`config.mk`:
```
export PLATFORM = sky130hd
export DESIGN_NAME = mc_ctrl_fsm
export DESIGN_NICKNAME = d
export VERILOG_FILES = /design/src/rtl/ctrl_pkg.sv /design/src/rtl/mc_mem_watchdog.sv /design/src/rtl/mc_ctrl_fsm.sv
export SDC_FILE = /design/constraint.sdc
export NUM_CORES = 1
export LEC_CHECK = 0
export CORE_MARGIN = 4
export CORE_UTILIZATION = 46
export CTS_BUF_LIST = sky130_fd_sc_hd__clkbuf_4 sky130_fd_sc_hd__clkbuf_8
export DETAILED_ROUTE_END_ITERATION = 12
export GPL_TIMING_DRIVEN = 0
export PLACE_DENSITY = 0.81
export SYNTH_ARGS = -nofsm -noshare
export SYNTH_HDL_FRONTEND = slang
export SYNTH_SLANG_ARGS = --single-unit
```
`constraint.sdc`:
```
create_clock -name clk -period 1.6 [get_ports clk]
set_clock_uncertainty 0.1 [all_clocks]
set_input_delay 0.24 -clock clk [delete_from_list [all_inputs] [get_ports clk]]
set_output_delay 0.24 -clock clk [all_outputs]
set_load 0.01 [all_outputs]
```
`src/rtl/ctrl_pkg.sv`:
```
// Shared definitions for the multicycle RV32I control FSM: state encoding,
// opcode values, ALU-op codes, datapath mux selects and the control bundle.
package ctrl_pkg;

  typedef enum logic [3:0] {
    S_FETCH,
    S_DECODE,
    S_MEMADR,
    S_MEMRD,
    S_MEMWB,
    S_MEMWR,
    S_EXEC_R,
    S_EXEC_I,
    S_LUI,
    S_ALUWB,
    S_JALR,
    S_JAL,
    S_BRANCH,
    S_TRAP
  } state_t;

  localparam logic [6:0] OP_LOAD  = 7'b0000011;
  localparam logic [6:0] OP_STORE = 7'b0100011;
  localparam logic [6:0] OP_R     = 7'b0110011;
  localparam logic [6:0] OP_I     = 7'b0010011;
  localparam logic [6:0] OP_BR    = 7'b1100011;
  localparam logic [6:0] OP_JAL   = 7'b1101111;
  localparam logic [6:0] OP_JALR  = 7'b1100111;
  localparam logic [6:0] OP_LUI   = 7'b0110111;
  localparam logic [6:0] OP_AUIPC = 7'b0010111;
  localparam logic [6:0] OP_FENCE = 7'b0001111;

  localparam logic [1:0] ALUOP_FUNCT = 2'b00;
  localparam logic [1:0] ALUOP_ADD   = 2'b01;
  localparam logic [1:0] ALUOP_SUB   = 2'b10;

  localparam logic [1:0] SRCA_PC    = 2'b00;
  localparam logic [1:0] SRCA_OLDPC = 2'b01;
  localparam logic [1:0] SRCA_RS1   = 2'b10;
  localparam logic [1:0] SRCA_ZERO  = 2'b11;

  localparam logic [1:0] SRCB_RS2  = 2'b00;
  localparam logic [1:0] SRCB_IMM  = 2'b01;
  localparam logic [1:0] SRCB_FOUR = 2'b10;

  localparam logic [1:0] RES_ALUOUT = 2'b00;
  localparam logic [1:0] RES_MEM    = 2'b01;
  localparam logic [1:0] RES_ALU    = 2'b10;

  // Everything the FSM drives into the datapath, decoded per state.
  typedef struct packed {
    logic       mem_req;
    logic       mem_we;
    logic       adr_src;
    logic       ir_we;
    logic       pc_we;
    logic       reg_we;
    logic       retire;
    logic [1:0] alusrc_a;
    logic [1:0] alusrc_b;
    logic [1:0] result_src;
    logic [1:0] alu_op;
  } ctrl_t;

endpackage

```
`src/rtl/mc_mem_watchdog.sv`:
```
// Memory-stall watchdog: counts consecutive cycles a request waits without
// mem_ready and flags a timeout on the stall cycle that reaches the limit.
module mc_mem_watchdog #(
  parameter int MEM_WAIT_MAX = 0,
  parameter int WD_W         = 8
) (
  input  logic clk,
  input  logic rst_n,
  input  logic i_req,
  input  logic i_ready,
  output logic o_timeout
);

  localparam logic [WD_W-1:0] CNT_SAT = '1;

  logic [WD_W-1:0] r_cnt;
  logic            w_stall;

  assign w_stall = i_req & ~i_ready;

  // Stall counter: clears on completion or when no request is pending, saturates.
  always_ff @(posedge clk or negedge rst_n) begin
    if (!rst_n) begin
      r_cnt <= '0;
    end else if (!w_stall) begin
      r_cnt <= '0;
    end else if (r_cnt != CNT_SAT) begin
      r_cnt <= r_cnt + 1'b1;
    end
  end

  // A completing cycle is never a stall, so completion beats the threshold.
  generate
    if (MEM_WAIT_MAX == 0) begin : g_wd_off
      assign o_timeout = 1'b0;
    end else begin : g_wd_on
      localparam logic [WD_W-1:0] CNT_LAST = WD_W'(MEM_WAIT_MAX - 1);
      assign o_timeout = w_stall & (r_cnt == CNT_LAST);
    end
  endgenerate

endmodule

```
`src/rtl/mc_ctrl_fsm.sv`:
```
// Multicycle RV32I main control FSM: fetch/decode/execute/memory/writeback
// sequencing, Moore-style control decode, sticky illegal and bus traps.
module mc_ctrl_fsm
  import ctrl_pkg::*;
#(
  parameter int MEM_WAIT_MAX = 0,
  parameter int WD_W         = 8
) (
  input  logic       clk,
  input  logic       rst_n,
  input  logic [6:0] opcode,
  input  logic       br_cond,
  input  logic       mem_ready,
  output logic       mem_req,
  output logic       mem_we,
  output logic       adr_src,
  output logic       ir_we,
  output logic       pc_we,
  output logic       reg_we,
  output logic [1:0] alusrc_a,
  output logic [1:0] alusrc_b,
  output logic [1:0] result_src,
  output logic [1:0] alu_op,
  output logic       retire,
  output logic       illegal,
  output logic       bus_err
);

  state_t r_state;
  state_t w_state_next;
  ctrl_t  w_ctrl;
  logic   w_mem_req;
  logic   w_timeout;
  logic   r_illegal;
  logic   r_bus_err;

  mc_mem_watchdog #(
    .MEM_WAIT_MAX(MEM_WAIT_MAX),
    .WD_W        (WD_W)
  ) u_wd (
    .clk      (clk),
    .rst_n    (rst_n),
    .i_req    (w_mem_req),
    .i_ready  (mem_ready),
    .o_timeout(w_timeout)
  );

  // State register.
  always_ff @(posedge clk or negedge rst_n) begin
    if (!rst_n) r_state <= S_FETCH;
    else        r_state <= w_state_next;
  end

  // Next-state logic.
  always_comb begin
    w_state_next = r_state;
    case (r_state)
      S_FETCH: begin
        if (mem_ready)      w_state_next = S_DECODE;
        else if (w_timeout) w_state_next = S_TRAP;
      end
      S_DECODE: begin
        case (opcode)
          OP_LOAD, OP_STORE: w_state_next = S_MEMADR;
          OP_R:              w_state_next = S_EXEC_R;
          OP_I:              w_state_next = S_EXEC_I;
          OP_BR:             w_state_next = S_BRANCH;
          OP_JAL:            w_state_next = S_JAL;
          OP_JALR:           w_state_next = S_JALR;
          OP_LUI:            w_state_next = S_LUI;
          OP_AUIPC:          w_state_next = S_ALUWB;
          OP_FENCE:          w_state_next = S_FETCH;
          default:           w_state_next = S_TRAP;
        endcase
      end
      S_MEMADR: w_state_next = opcode[5] ? S_MEMWR : S_MEMRD;
      S_MEMRD: begin
        if (mem_ready)      w_state_next = S_MEMWB;
        else if (w_timeout) w_state_next = S_TRAP;
      end
      S_MEMWR: begin
        if (mem_ready)      w_state_next = S_FETCH;
        else if (w_timeout) w_state_next = S_TRAP;
      end
      S_MEMWB:  w_state_next = S_FETCH;
      S_EXEC_R: w_state_next = S_ALUWB;
      S_EXEC_I: w_state_next = S_ALUWB;
      S_LUI:    w_state_next = S_ALUWB;
      S_ALUWB:  w_state_next = S_FETCH;
      S_JALR:   w_state_next = S_JAL;
      S_JAL:    w_state_next = S_ALUWB;
      S_BRANCH: w_state_next = S_FETCH;
      S_TRAP:   w_state_next = S_TRAP;
      default:  w_state_next = S_FETCH;
    endcase
  end

  // Sticky trap causes, cleared only by reset.
  always_ff @(posedge clk or negedge rst_n) begin
    if (!rst_n) begin
      r_illegal <= 1'b0;
      r_bus_err <= 1'b0;
    end else begin
      if (r_state == S_DECODE && w_state_next == S_TRAP) r_illegal <= 1'b1;
      if (w_timeout) r_bus_err <= 1'b1;
    end
  end

  // Output decode per state; unlisted fields stay zero.
  always_comb begin
    w_ctrl = '0;
    case (r_state)
      S_FETCH: begin
        w_ctrl.mem_req    = 1'b1;
        w_ctrl.alusrc_a   = SRCA_PC;
        w_ctrl.alusrc_b   = SRCB_FOUR;
        w_ctrl.alu_op     = ALUOP_ADD;
        w_ctrl.result_src = RES_ALU;
        w_ctrl.ir_we      = mem_ready;
        w_ctrl.pc_we      = mem_ready;
      end
      S_DECODE: begin
        w_ctrl.alusrc_a = SRCA_OLDPC;
        w_ctrl.alusrc_b = SRCB_IMM;
        w_ctrl.alu_op   = ALUOP_ADD;
        w_ctrl.retire   = (opcode == OP_FENCE);
      end
      S_MEMADR, S_JALR: begin
        w_ctrl.alusrc_a = SRCA_RS1;
        w_ctrl.alusrc_b = SRCB_IMM;
        w_ctrl.alu_op   = ALUOP_ADD;
      end
      S_MEMRD: begin
        w_ctrl.mem_req = 1'b1;
        w_ctrl.adr_src = 1'b1;
      end
      S_MEMWB: begin
        w_ctrl.reg_we     = 1'b1;
        w_ctrl.result_src = RES_MEM;
        w_ctrl.retire     = 1'b1;
      end
      S_MEMWR: begin
        w_ctrl.mem_req = 1'b1;
        w_ctrl.mem_we  = 1'b1;
        w_ctrl.adr_src = 1'b1;
        w_ctrl.retire  = mem_ready;
      end
      S_EXEC_R: begin
        w_ctrl.alusrc_a = SRCA_RS1;
        w_ctrl.alusrc_b = SRCB_RS2;
        w_ctrl.alu_op   = ALUOP_FUNCT;
      end
      S_EXEC_I: begin
        w_ctrl.alusrc_a = SRCA_RS1;
        w_ctrl.alusrc_b = SRCB_IMM;
        w_ctrl.alu_op   = ALUOP_FUNCT;
      end
      S_LUI: begin
        w_ctrl.alusrc_a = SRCA_ZERO;
        w_ctrl.alusrc_b = SRCB_IMM;
        w_ctrl.alu_op   = ALUOP_ADD;
      end
      S_ALUWB: begin
        w_ctrl.reg_we     = 1'b1;
        w_ctrl.result_src = RES_ALUOUT;
        w_ctrl.retire     = 1'b1;
      end
      S_JAL: begin
        w_ctrl.pc_we      = 1'b1;
        w_ctrl.result_src = RES_ALUOUT;
        w_ctrl.alusrc_a   = SRCA_OLDPC;
        w_ctrl.alusrc_b   = SRCB_FOUR;
        w_ctrl.alu_op     = ALUOP_ADD;
      end
      S_BRANCH: begin
        w_ctrl.alusrc_a   = SRCA_RS1;
        w_ctrl.alusrc_b   = SRCB_RS2;
        w_ctrl.alu_op     = ALUOP_SUB;
        w_ctrl.result_src = RES_ALUOUT;
        w_ctrl.pc_we      = br_cond;
        w_ctrl.retire     = 1'b1;
      end
      default: w_ctrl = '0;
    endcase
  end

  // Strobes are masked combinationally so they drop the moment reset asserts.
  assign w_mem_req  = w_ctrl.mem_req & rst_n;
  assign mem_req    = w_mem_req;
  assign mem_we     = w_ctrl.mem_we & rst_n;
  assign ir_we      = w_ctrl.ir_we & rst_n;
  assign pc_we      = w_ctrl.pc_we & rst_n;
  assign reg_we     = w_ctrl.reg_we & rst_n;
  assign retire     = w_ctrl.retire & rst_n;
  assign adr_src    = w_ctrl.adr_src;
  assign alusrc_a   = w_ctrl.alusrc_a;
  assign alusrc_b   = w_ctrl.alusrc_b;
  assign result_src = w_ctrl.result_src;
  assign alu_op     = w_ctrl.alu_op;
  assign illegal    = r_illegal;
  assign bus_err    = r_bus_err;

endmodule

```
After elaboration in Yosys (flattened, before gate mapping)
Index checks and enable logic that the tools add are counted. W data, S select, Z words.

$add $sub $neg: 0. Multiply operators: 0. Divide/modulo/power cells: 0. Order comparisons: 0. Eq/ne operators: 24. Shift operators: 0. Mux-type cells: 16. Bitwise operators: 6. Reductions and logical operators: 11.

Operators with widths (number): $pmux W4 S9 (1); $pmux W4 S8 (1); $eq A4 B4 Y1 const B (7); $pmux W4 S6 (1); $eq A7 B6 Y1 const B (3); $eq A7 B7 Y1 const B (3); $eq A4 B3 Y1 const B (4); $eq A7 B5 Y1 const B (2); $mux W4 (3); $reduce_or A3 Y1 (3); $eq A4 B2 Y1 const B (2); $pmux W2 S2 (2); $reduce_or A2 Y1 (4); $eq A7 B2 Y1 const B (1); $eq A7 B4 Y1 const B (1); $and A1 B1 Y1 (6); $pmux W1 S3 (2); $reduce_or A6 Y1 (1); $mux W1 (5); $eq A4 B1 Y1 const B (1); $logic_not A4 Y1 (1); $reduce_or A4 Y1 (1); $mux W3 (1); $logic_and A1 B1 Y1 (1).

Register bits: 5. Latch bits: 0. Memory bits (writable): 0. ROM bits: 0. Memories kept: 0.

Longest topological paths before layout
Depth after elaboration: 6. Mapped depth: 5.

By module
From an unflattened synthesis, not the netlist that was laid out.

Cells, all modules: 118. Area total of the unflattened synthesis: 842.1 µm².

Modules (own cells, without submodules): mc_ctrl_fsm (times used 1, cells each 116, area an instance 830.8 µm², seq. area each 150.1 µm²); mc_mem_watchdog (times used 1, cells each 2, area an instance 11.3 µm², seq. area each 0.0 µm²).

Worst setup path after synthesis
No wires, ideal clock.

Path kind: flip-flop to output port. Start point: reg r_state[2]. End point: out ir_we. Arrival: 1162 ps. Required time: 1260 ps. Setup slack: 98 ps. Stages on the path, launching flop included: 4. Path through: dfrtp_1 buf_4 nor4_2 and3_1.

Longest elaborated chain between the ends: 3.

Ends and longest elaborated chain: start, declared (RTL line mc_ctrl_fsm.sv:29) `state_t r_state;`; start signal, assigned (RTL line mc_ctrl_fsm.sv:51) `else r_state <= w_state_next;`; $logic_not A4 Y1 (RTL line mc_ctrl_fsm.sv:112) `case (r_state)`; $mux W1 (RTL line mc_ctrl_fsm.sv:112); $and A1 B1 Y1 (RTL line mc_ctrl_fsm.sv:191) `assign ir_we = w_ctrl.ir_we & rst_n;`; end, declared (RTL line mc_ctrl_fsm.sv:17) `output logic ir_we,`.

Every way passes these cells.

Worst setup path in the final report
Start point: reg r_state[1]. End point: out alusrc_b[1].

Longest elaborated chain between the ends: 3.

Ends and longest elaborated chain: $eq A4 B4 Y1 (tied with other cells) (RTL line mc_ctrl_fsm.sv:112); $reduce_or A3 Y1 (no line) / $reduce_or A2 Y1 (equally long branches); $pmux W4 S6 * (RTL line mc_ctrl_fsm.sv:112); end, declared (RTL line mc_ctrl_fsm.sv:21) `output logic [1:0] alusrc_b,`.

Mark *: on every way between the ends. The rest lies on a longest branch, timed or not.

==> impl_metrics.sql <==
INSERT INTO impl_metrics (metric_group, metric, value, unit) VALUES
('timing', 'final_period_minus_worst_setup_slack', '1.84', 'ns'),
('clocking', 'clock_tree.root_cell', 'sky130_fd_sc_hd__clkbuf_4', ''),
('clocking', 'worstSkewPairLatency', '0.25', 'ns'),
('global_routing', 'antenna_found_initial', '0', ''),
('setup_path', 'r2r_start', 'r_state[2]', ''),
('detailed_routing', 'postRouteAntennaNets', '0', ''),
('synthesis', 'yosys.area.top_type', 'sky130_fd_sc_hd__dfrtp_1', ''),
('detailed_routing', 'wire_per_inst', '16.5', 'um'),
('worst_hold_path', 'hold_end', 'r_state[0]', ''),
('detailed_routing', 'post-route-drc-count', '0', ''),
('detailed_routing', 'route.detailed.vias_per_inst', '6.13', ''),
('timing', 'setup_repair_after_global_routing_missed_its_margin', 'yes', ''),
('synthesis', 'most_frequently_used_cell_type_in_the_post_synthesis_netlist', 'sky130_fd_sc_hd__nor2_1', ''),
('final_layout', 'area_delta_synth_final', '58.1', '%'),
('place', 'io_buffer_count', '24', ''),
('floorplan', 'die_footprint', '2480', 'sq um'),
('setup_path', 'worst-path-max-fanout', '5', ''),
('place', 'placedInstanceArea', '1060', 'sq um'),
('setup_path', 'reg2reg_setup_slack', '0.01', 'ns'),
('synthesis', 'synth_async_sr_flop_share', '1.00', ''),
('clocking', 'cts-htree-levels', '1', ''),
('clocking', 'ctsLongestPathBuffers', '2', ''),
('setup_path', 'required', '1.26', 'ns'),
('power_and_ir_drop', 'vdd_drop_max', '0.994', 'mV'),
('clocking', 'tritoncts_buffer_count', '3', ''),
('worst_hold_path', 'hold_depth', '3', ''),
('setup_path', 'start_kind', 'flop', ''),
('setup_path', 'timing_worst_setup_path_type', 'reg2out', ''),
('synthesis', 'synth.yosys.seq_area_share', '0.156', ''),
('detailed_routing', 'drt_first_iter_violations', '16', ''),
('setup_path', 'path_cells', 'buf_4, or3_1, a21oi_1, buf_2', ''),
('timing', 'max_clock_freq', '0.542', 'GHz'),
('floorplan', 'floorplan.die.height', '49.8', 'um'),
('final_layout', 'final_design_area_no_fill', '1270', 'sq um'),
('global_routing', 'number_of_global_route_vias_before_repair', '990', ''),
('synthesis', 'synth.lib_cells_used.distinct', '41', ''),
('synthesis', 'ys.flop_type', 'sky130_fd_sc_hd__dfrtp_1', ''),
('floorplan', 'std_cell_rows', '14', ''),
('synthesis', 'count_of_flip_flops_with_a_built_in_enable_after_synthesis', '0', ''),
('setup_path', 'worst_setup_path_startpoint', 'r_state[1]', ''),
('synthesis', 'synth.ff_latch_count', '5', ''),
('timing', 'setup_ws', '-0.243', 'ns'),
('place', 'dpl_worst_slack', '-0.752', 'ns'),
('setup_path', 'worstSetupEndpointType', 'primary output', ''),
('floorplan', 'io-pin-count', '28', ''),
('synthesis', 'yosys.area.top_type_share', '0.156', ''),
('final_layout', 'filler_cell_count', '109', ''),
('place', 'hpwl', '1.68', 'mm'),
('final_layout', 'share_of_final_layout_standard_cells_stronger_than_drive_strength_1', '0.447', ''),
('detailed_routing', 'wl', '2.77', 'mm'),
('place', 'finalWeightedCongestion', '0.828', ''),
('setup_path', 'critical_path.max_stage_delay', '0.45', 'ns'),
('synthesis', 'post_synth_instance_area', '803', 'sq um'),
('setup_path', 'critPathSlowestCell', 'sky130_fd_sc_hd__dfrtp_2', ''),
('timing', 'slew_viol_final', '0', ''),
('status', 'violations', 'setup timing', ''),
('global_routing', 'groute.usage.overall', '0.228', ''),
('run', 'drv_cap', '0', ''),
('clocking', 'cts.reportedPaths.clkPinSlew', '0.05', 'ns'),
('worst_hold_path', 'startpoint_of_the_tightest_hold_check_path', 'opcode[3]', ''),
('power_and_ir_drop', 'power_density_of_the_placed_cells', '1780', 'nW/um^2'),
('worst_hold_path', 'worstHoldPathType', 'in2reg', ''),
('setup_path', 'worstPathArrival', '1.50', 'ns'),
('floorplan', 'initial_utilization', '0.510', ''),
('timing', 'tns', '-1.84', 'ns'),
('setup_path', 'r2r.worst_path.cells', '6', ''),
('synthesis', 'synth_area_per_cell', '7.37', 'sq um'),
('synthesis', 'synth_common_cells', '13 x sky130_fd_sc_hd__nor2_1, 8 x sky130_fd_sc_hd__nor2b_1, 7 x sky130_fd_sc_hd__a21oi_1, 7 x sky130_fd_sc_hd__o21ai_1', ''),
('timing', 'finalSetupViolations', '13', ''),
('synthesis', 'ys_top_cells_by_area', 'sky130_fd_sc_hd__dfrtp_1 16%, sky130_fd_sc_hd__nor2b_1 6.2%, sky130_fd_sc_hd__nor2_1 6.1%', ''),
('status', 'result_of_the_run', 'finished, violations left', '');
[report_power, final]
part | switching [mW] | internal (mW)
Combinational | 0.946 | 0.930
Sequential | 0.0466 | 0.169
Clock | 0.0584 | 0.112
Total | 1.05 | 1.21
[per-layer routing]
layer / GRT usage / up-vias / routed length, um
met3: 0.0301 / 8 / 175
met1: 0.256 / 482 / 1140
met2: 0.425 / 54 / 1410
li1: - / 486 / -
met5: 0 / - / 0
met4: 0.0876 / 0 / 48
[cell usage in the layout, fill, tap and decap left out, drive strengths merged, types with 2 or more instances in the layout]
master | synthesis | routed
clkdlybuf4s50 | 0 | 4
o22ai | 2 | 2
a32oi | 2 | 2
nand2b | 6 | 6
clkdlybuf4s15 | 0 | 2
dfrtp | 5 | 5
and3 | 2 | 2
clkbuf | 0 | 4
mux2i | 2 | 2
a21oi | 7 | 7
nand2 | 6 | 6
nand3 | 6 | 6
nor2b | 8 | 8
nor2 | 15 | 15
nor3 | 5 | 5
buf | 11 | 38
dlygate4sd2 | 0 | 5
o21ai | 10 | 10
nor3b | 4 | 4
[worst max-delay path: cells and delay by family (launching register included)]
family / cells / cell delay [ns]
flip-flops: 1 / 0.45
buffers and inverters: 2 / 0.31
AND/OR/NAND/NOR: 1 / 0.37
AO/OA/AOI/OAI: 1 / 0.13
[state kept, by name (all words and copies together) (netlist names)]
register  count
r_state       4
illegal       1
[worst max-delay path by stage]
stage | cells after the start | endpoint | slack [ns]
final | 4 | alusrc_b[1] | -0.24
after global routing | 6 | pc_we | -0.29
after CTS | 6 | mem_req | -0.20
after detailed placement | 6 | retire | -0.75
after global placement | 6 | retire | -0.74
after floorplan | 3 | ir_we | 0.1
[final cells by class]
class | instances | area, sq um | share of cell area
plain buffers | 11 | 114 | 0.0897
clock buffers | 4 | 30.0 | 0.0236
inverters | 1 | 3.75 | 0.00296
multi-input cells | 92 | 659 | 0.519
flip-flops and latches | 5 | 128 | 0.100
well taps | 16 | 20.0 | 0.0158
repair buffers | 39 | 315 | 0.248
[cell families after synthesis]
family	after synthesis	synth area share
AO/OA/AOI/OAI	28	0.213
AND/OR/NAND/NOR	59	0.458
buffers and inverters	12	0.121
XOR/XNOR	2	0.0218
multiplexers	2	0.0249
flip-flops	5	0.156
other	1	0.00467
[per-stage QoR]
stage	hold WS [ns]	util	std cells	total power, mW
detailed placement	0.351	0.675	149	1.65
CTS	0.228	0.773	165	2.08
finish	0.221	0.806	168	2.26
global route	0.234	0.806	168	2.41
floorplan	-0.156	-	109	1.14
global placement	0.349	0.675	149	1.61
[repair_timing]
| item | CTS | global route |
|---|---|---|
| hold endpoints to repair | 5 | 0 |
| cloned | 2 | 0 |
| pin swaps | 6 | 7 |
| hold buffers | 1 | 0 |
| setup endpoints to repair | 15 | 18 |
| gates resized for setup | 81 | 14 |
| buffers inserted | 9 | 3 |
(Power assumes the default switching activity.)
